$ cat config.mk
export PLATFORM = sky130hd
export DESIGN_NAME = i2c_cmd_queue
export DESIGN_NICKNAME = d
export VERILOG_FILES = /design/src/rtl/i2c_cmd_queue.sv
export SDC_FILE = /design/constraint.sdc
export NUM_CORES = 1
export LEC_CHECK = 0
export CORE_UTILIZATION = 54
export CTS_BUF_LIST = sky130_fd_sc_hd__clkbuf_4 sky130_fd_sc_hd__clkbuf_8 sky130_fd_sc_hd__clkbuf_16
export DETAILED_ROUTE_END_ITERATION = 10
export PLACE_DENSITY = 0.81
export SLEW_MARGIN = 10
export SYNTH_ARGS = -nofsm -noshare
export SYNTH_HDL_FRONTEND = slang
export SYNTH_SLANG_ARGS = --single-unit
$ cat constraint.sdc
create_clock -name clk -period 3.75 [get_ports clk]
set_clock_uncertainty 0.05 [all_clocks]
set_input_delay 0.75 -clock clk [delete_from_list [all_inputs] [get_ports clk]]
set_output_delay 0.75 -clock clk [all_outputs]
set_load 0.02 [all_outputs]
$ cat src/rtl/i2c_cmd_queue.sv
// i2c_cmd_queue: FIFO-buffered single-byte I2C command sequencer driving an I2C master's enable/ready handshake
// Ports:
//   clk, rst_n                      clock, asynchronous active-low reset
//   cmd_valid/cmd_ready             upstream push handshake; cmd_addr/cmd_rw/cmd_data form one command
//   m_addr/m_data_in/m_rw/m_enable  launch interface to the master, fields change only on pop edges
//   m_ready/m_data_out              master idle flag and read result
//   rsp_valid/rsp_data              one-cycle read-completion strobe, rsp_data held until the next read
//   err_timeout                     one-cycle strobe: master never went busy after a launch
//   level, busy                     FIFO occupancy and sequencer-not-idle
module i2c_cmd_queue #(
    parameter int DEPTH     = 4,
    parameter int EN_CYCLES = 5,
    parameter int TIMEOUT   = 255
) (
    input  logic                   clk,
    input  logic                   rst_n,
    input  logic                   cmd_valid,
    output logic                   cmd_ready,
    input  logic [6:0]             cmd_addr,
    input  logic                   cmd_rw,
    input  logic [7:0]             cmd_data,
    output logic [6:0]             m_addr,
    output logic [7:0]             m_data_in,
    output logic                   m_rw,
    output logic                   m_enable,
    input  logic                   m_ready,
    input  logic [7:0]             m_data_out,
    output logic                   rsp_valid,
    output logic [7:0]             rsp_data,
    output logic                   err_timeout,
    output logic [$clog2(DEPTH):0] level,
    output logic                   busy
);
    localparam int AW = $clog2(DEPTH);
    localparam int LW = AW + 1;
    localparam logic [LW-1:0] FULL = DEPTH[LW-1:0];
    localparam logic [15:0] EN_LAST = 16'(EN_CYCLES - 1);
    localparam logic [15:0] TO_LAST = 16'(TIMEOUT - 1);

    typedef enum logic [1:0] {IDLE, LAUNCH, WAIT_BUSY, WAIT_DONE} state_t;

    state_t        state, state_d;
    logic [15:0]   mem [DEPTH];
    logic [AW-1:0] wr_ptr, rd_ptr;
    logic [15:0]   cnt, cnt_d;
    logic          seen_busy, seen_d, push, pop, rsp_d, err_d;

    assign cmd_ready = level != FULL;
    assign push      = cmd_valid && cmd_ready;
    assign busy      = state != IDLE;
    // Decoded from state so reset drops it without waiting for a clock edge.
    assign m_enable  = state == LAUNCH;

    always_ff @(posedge clk)
        if (push) mem[wr_ptr] <= {cmd_rw, cmd_addr, cmd_data};

    always_comb begin
        state_d = state;
        cnt_d   = cnt;
        seen_d  = seen_busy;
        pop     = 1'b0;
        rsp_d   = 1'b0;
        err_d   = 1'b0;
        case (state)
            IDLE: if (level != '0 && m_ready) begin
                pop     = 1'b1;
                cnt_d   = '0;
                seen_d  = 1'b0;
                state_d = LAUNCH;
            end
            LAUNCH: begin
                // A master that goes busy while enable is still high skips WAIT_BUSY.
                seen_d = seen_busy | ~m_ready;
                cnt_d  = cnt == EN_LAST ? '0 : cnt + 16'd1;
                if (cnt == EN_LAST) state_d = seen_d ? WAIT_DONE : WAIT_BUSY;
            end
            WAIT_BUSY: if (!m_ready) state_d = WAIT_DONE;
            else if (cnt == TO_LAST) begin
                err_d   = 1'b1;
                state_d = IDLE;
            end else cnt_d = cnt + 16'd1;
            WAIT_DONE: if (m_ready) begin
                rsp_d   = m_rw;
                state_d = IDLE;
            end
        endcase
    end

    always_ff @(posedge clk or negedge rst_n)
        if (!rst_n) begin
            state       <= IDLE;
            cnt         <= '0;
            seen_busy   <= 1'b0;
            rsp_valid   <= 1'b0;
            rsp_data    <= '0;
            err_timeout <= 1'b0;
            m_rw        <= 1'b0;
            m_addr      <= '0;
            m_data_in   <= '0;
            wr_ptr      <= '0;
            rd_ptr      <= '0;
            level       <= '0;
        end else begin
            state       <= state_d;
            cnt         <= cnt_d;
            seen_busy   <= seen_d;
            rsp_valid   <= rsp_d;
            err_timeout <= err_d;
            if (rsp_d) rsp_data <= m_data_out;
            if (pop) {m_rw, m_addr, m_data_in} <= mem[rd_ptr];
            if (push) wr_ptr <= wr_ptr + AW'(1);
            if (pop) rd_ptr <= rd_ptr + AW'(1);
            level <= level + LW'(push) - LW'(pop);
        end
endmodule

[Word-level counts from Yosys, hierarchy flattened]
Memories as Yosys holds them, arrays and structs flattened. A register that Yosys moved wholly into a read port is not among the register bits.
Cells that the tools add are included.
W data, S select, Z words.
Storage, ports and cells
  logic and storage cells: 63
  bits in writable memories: 64
  memories: 1
  latch bits: 0
  register bits: 36
  bits of input ports: 28
  output and inout bits: 32
  memory bits (read-only): 0
Memory list
  mem: depth 4, width 16, rd ports 1, clocked after Yosys merged registers in 1, wr ports 1, RTL line 43  | logic [15:0] mem [DEPTH];
Cells by class
  equal/unequal tests: 12
  add/subtract/negate cells: 5
  multiply operators: 0
  reduce and logical (&&, ||, !) cells: 11
  div/mod/pow operators: 0
  shifts and indexed selects: 0
  $lt $le $gt $ge: 0
  bitwise operators: 2
  mux-type cells: 23
Operators with widths (number)
  $mux W16: 4
  $pmux W16 S3: 1
  $add A16 B1 Y16 const B: 1
  $eq A16 B3 Y1 const B: 1
  $eq A16 B8 Y1 const B: 1
  $mux W1: 11
  $mux W2: 5
  $ne A2 B2 Y1 const B: 4
  $pmux W2 S4: 1
  $reduce_and A4 Y1: 2
  $ne A3 B3 Y1 const B: 2
  $reduce_bool A3 Y1: 2
  $add A2 B1 Y2 const B: 2
  $eq A2 B2 Y1 const B: 2
  $reduce_bool A2 Y1: 2
  $add A3 B1 Y3: 1
  $sub A3 B1 Y3: 1
  $eq A2 B1 Y1 const B: 1
  $logic_and A1 B1 Y1: 2
  $logic_not A2 Y1: 1
  $ne A2 B1 Y1 const B: 1
  $pmux W1 S2: 1
  $reduce_and A2 Y1: 1
  $logic_not A1 Y1: 1
  2 further kinds: 2

[Depth between registers and ports, before layout]
  depth in word-level cells: 5
  mapped depth: 10
  depth with buffers taken out: 9

[Least setup slack after synthesis]
Ideal clock, no wire load.
  path kind: input-to-reg
  start point: input m_ready
  end point: register level[1]
  required time: 3.565 ns
  path buffers: 2
  data arrival time: 2.491 ns
  stages on the path: 8
  path slack: 1.074 ns
  library setup time: 0.135 ns
  path through: clkbuf_1 > nand3_1 > inv_2 > buf_1 > ha_1 > inv_1 > ha_1 > fa_1
On the way
  word-level cells in the longest chain between the ends: 4
RTL lines
  from (decl): RTL line 26  | input logic m_ready,
  $logic_and A1 B1 Y1: RTL line 65  | IDLE: if (level != '0 && m_ready) begin
  $mux W1: RTL line 65
  $mux W1: RTL line 64  | case (state)
  net pop: RTL line 46  | logic seen_busy, seen_d, push, pop, rsp_d, err_d;
  $sub A3 B1 Y3: RTL line 113  | level <= level + LW'(push) - LW'(pop);
  to (signal assigned): RTL line 113
  to (decl): RTL line 31  | output logic [$clog2(DEPTH):0] level,
The timed path passes the listed nets, and every way through them passes these cells.
A chain may end at the register's enable or synchronous reset.

[Worst setup path after layout]
  start point: register state[1]
  end point: output busy
On the way
  word-level cells in the longest chain between the ends: 1
RTL lines
  from (decl): RTL line 42  | state_t state, state_d;
  from (signal assigned): RTL line 104  | state <= state_d;
  $reduce_bool A2 Y1: RTL line 50  | assign busy = state != IDLE;
  to (decl): RTL line 32  | output logic busy
Every way passes these cells.

==> results_dict.tcl <==
set metrics [dict create \
    outcome "finished, violations left" \
    violations "design-rule violations" \
    swShare_pct 32.5 \
    ant_nets 0 \
    clk_latency_ps 510 \
    synth_top_flop_cell "edfxtp_1" \
    wl_per_cell_um 18.9 \
    pwr-share-clk_pct 31.1 \
    io_pins 60 \
    slew_headroom_pct 38.3 \
    critPathArrivalTime_ps 2080 \
    mostFrequentLayoutCells "edfxtp_1, clkdlybuf4s50_1, dfrtp_1" \
    finalHoldViolations 0 \
    cts_buffer_depth 2 \
    cts-hold-fix-buffers 0 \
    dr.pass1.iters 11 \
    antenna_found_initial 0 \
    ys_ff_latch 116 \
    power.leakage_nw 2.43 \
    yosysTopAreaCell "edfxtp_1" \
    synthDistinctLibCells 51 \
    tns_ps 0 \
    syn_avg_cell_area_sq_um 15.3 \
    grt_usage_pct 22.8 \
    ys_async_sr_fraction_pct 44.8 \
    layoutNonFillerInstCount 517 \
    r2r_slack_ps 1160 \
    yosysSeqAreaShare_pct 65.1 \
    grt_overflow_total 0 \
    syn_inst 324 \
    cp_max_fo 6 \
    row_count 34 \
    synthTopCellsByArea "edfxtp_1, dfrtp_1, mux4_2" \
    crit_path_start "state[1]" \
    timing.fmax_ghz 0.347 \
    max_slew.worst_pin.slew_ps 925 \
    cts-buffers-inserted 17 \
    grt_pass1_wl_um 16400 \
    nFillCells 556 \
    grt_max_degree 29 \
    hp-class "input port to async pin" \
    switchingPower_mw 1.73 \
    irDropWorstVdd_mv 0.512 \
    cts_root_buffer "clkbuf_8" \
    final_max_slew_viol_count 0 \
    final_util_pct 71.1 \
    reg2regPathDepth 6 \
    synth.top_cell.area_share_pct 38.8 \
    internal-power_mw 3.59 \
    path_class "flop to output pin" \
    syn2layout_area_growth_pct 26.4 \
    die_y_um 97.8 \
    cts_resized 0 \
    gp_congestion 0.856 \
    clkTransAtPathRegs_ps 60 \
    cts_tree "done" \
    multi_input_area_sq_um 1600 \
    grt_use_met3_pct 5.15 \
    htree_levels 4 \
    wl_um 9790 \
    r2r-start "state[0]" \
    period_share_pct 76.7 \
    core_sq_um 8810 \
    synth_edf_count 64 \
    vias_per_cell 5.93 \
    drt_iter0_markers 142 \
    r2r-end "cnt[4]" \
    placed_cells 485 \
    die_w_um 97.8 \
    nets 439 \
    drive_above_1_share_pct 21.5 \
    grt_pass1_vias 3167 \
    cts_num_sinks 116 \
    startpoint_type "flop" \
    drv_cap 0 \
    combPwrFrac_pct 32.9 \
    met2_usage_pct 39.2 \
    antennaDiodeCount 0 \
    end_kind "output pin" \
    synth_warnings 0 \
    sequentialPowerShare_pct 36.1 \
    drt_drc_violations_left 6 \
    synth_nets 367 \
    vias 3066 \
    cts_setup_buffers 0 \
    numPortBuffers 59 \
    setup_violations 0 \
    initial_core_util_pct 56.2 \
    power_density_nw_per_um2 850 \
    rsz0062_at_grt "false" \
    busiest_layer "met2" \
    use_met1_pct 29.0 \
    dieArea_sq_um 9560 \
    final_common_cell "edfxtp_1" \
    required_ps 2950 \
    syn_area_sq_um 4950 \
    hpwlAfterDp_um 5910 \
    min_period_ps 2880 \
    register_area_sq_um 3220 \
]
## registers in the layout, summed over array words and instances (netlist names)
name / count
cnt: 16
err_timeout: 1
level: 3
m_addr: 7
m_data_in: 8
m_rw: 1
mem: 64
rd_ptr: 2
rsp_data: 8
rsp_valid: 1
seen_busy: 1
state: 2
wr_ptr: 2
## cells in the mapped netlist (2+ instances only)
master,n
a21oi_1,9
a22o_1,7
a22oi_1,2
and3_1,6
buf_6,2
clkbuf_1,6
dfrtp_1,52
edfxtp_1,64
ha_1,14
inv_1,20
mux2_2,24
mux2i_1,2
mux4_2,16
nand2_1,8
nand3_1,15
nand4_1,2
nor2_1,13
nor3_1,5
nor4_1,5
o21ai_0,11
o2bb2ai_1,5
o31ai_1,2
or2_2,2
or4_1,2
xnor2_1,4
## power groups by stage
stage          registers [mW]  clock network [mW]  logic (mW)
6_report                 1.92                1.65        1.75
2_1_floorplan            2.03                   0        1.00
4_1_cts                  1.92                1.67        1.77
5_1_grt                  1.96                1.73        1.90
3_3_place_gp             1.92                   0        1.69
3_5_place_dp             1.93                   0        1.74
## metrics by stage
step                      setup slack (ps)  cell area (sq um)  total power, mW  hold WS [ps]
after detailed placement               842               5650             3.67           441
final                                  872               6260             5.32           210
after floorplan                       1070               4950             3.03           404
after global placement                 905               5650             3.60           436
after CTS                              851               6260             5.36           212
after global routing                   786               6260             5.59           236
## cells by family (layout without fill, tap and decap cells)
family	after synthesis	after routing	synth area share [%]
flops	116	116	65.1
simple gates	72	72	8.37
compound gates	43	43	5.89
mux	42	42	13.1
buf+inv	31	116	2.68
fa+ha+maj	15	15	3.94
xor+xnor	5	5	0.884
## worst max path at each step
stage | slack [ps] | end | cells after the start
CTS | 850 | busy | 4
global placement | 900 | cnt[4] | 5
floorplan | 1070 | level[1] | 8
finish | 870 | busy | 4
global route | 790 | busy | 4
detailed placement | 840 | cnt[4] | 5
## cell type report
class	instances	area share [%]
sequential	116	51.5
multi-input combinational	177	25.5
timing repair buffer	63	9.83
clock buffer	17	6.62
clock inverter	15	3.16
tap	108	2.16
inverter	21	1.26
## per-layer routing
layer	share of wire, %	vias to the layer above
met1	42	1562
li1	-	1391
met3	4.6	9
met2	53	104
met4	0.82	0
met5	0	-
## worst max-delay path, cell delays in order, from the launching register on
cell             delay, ps
dfrtp_1                460
inv_1                  150
ha_1                   240
inv_1                  110
clkdlybuf4s50_1        620
Note: power is estimated with default switching activity, not from simulation.
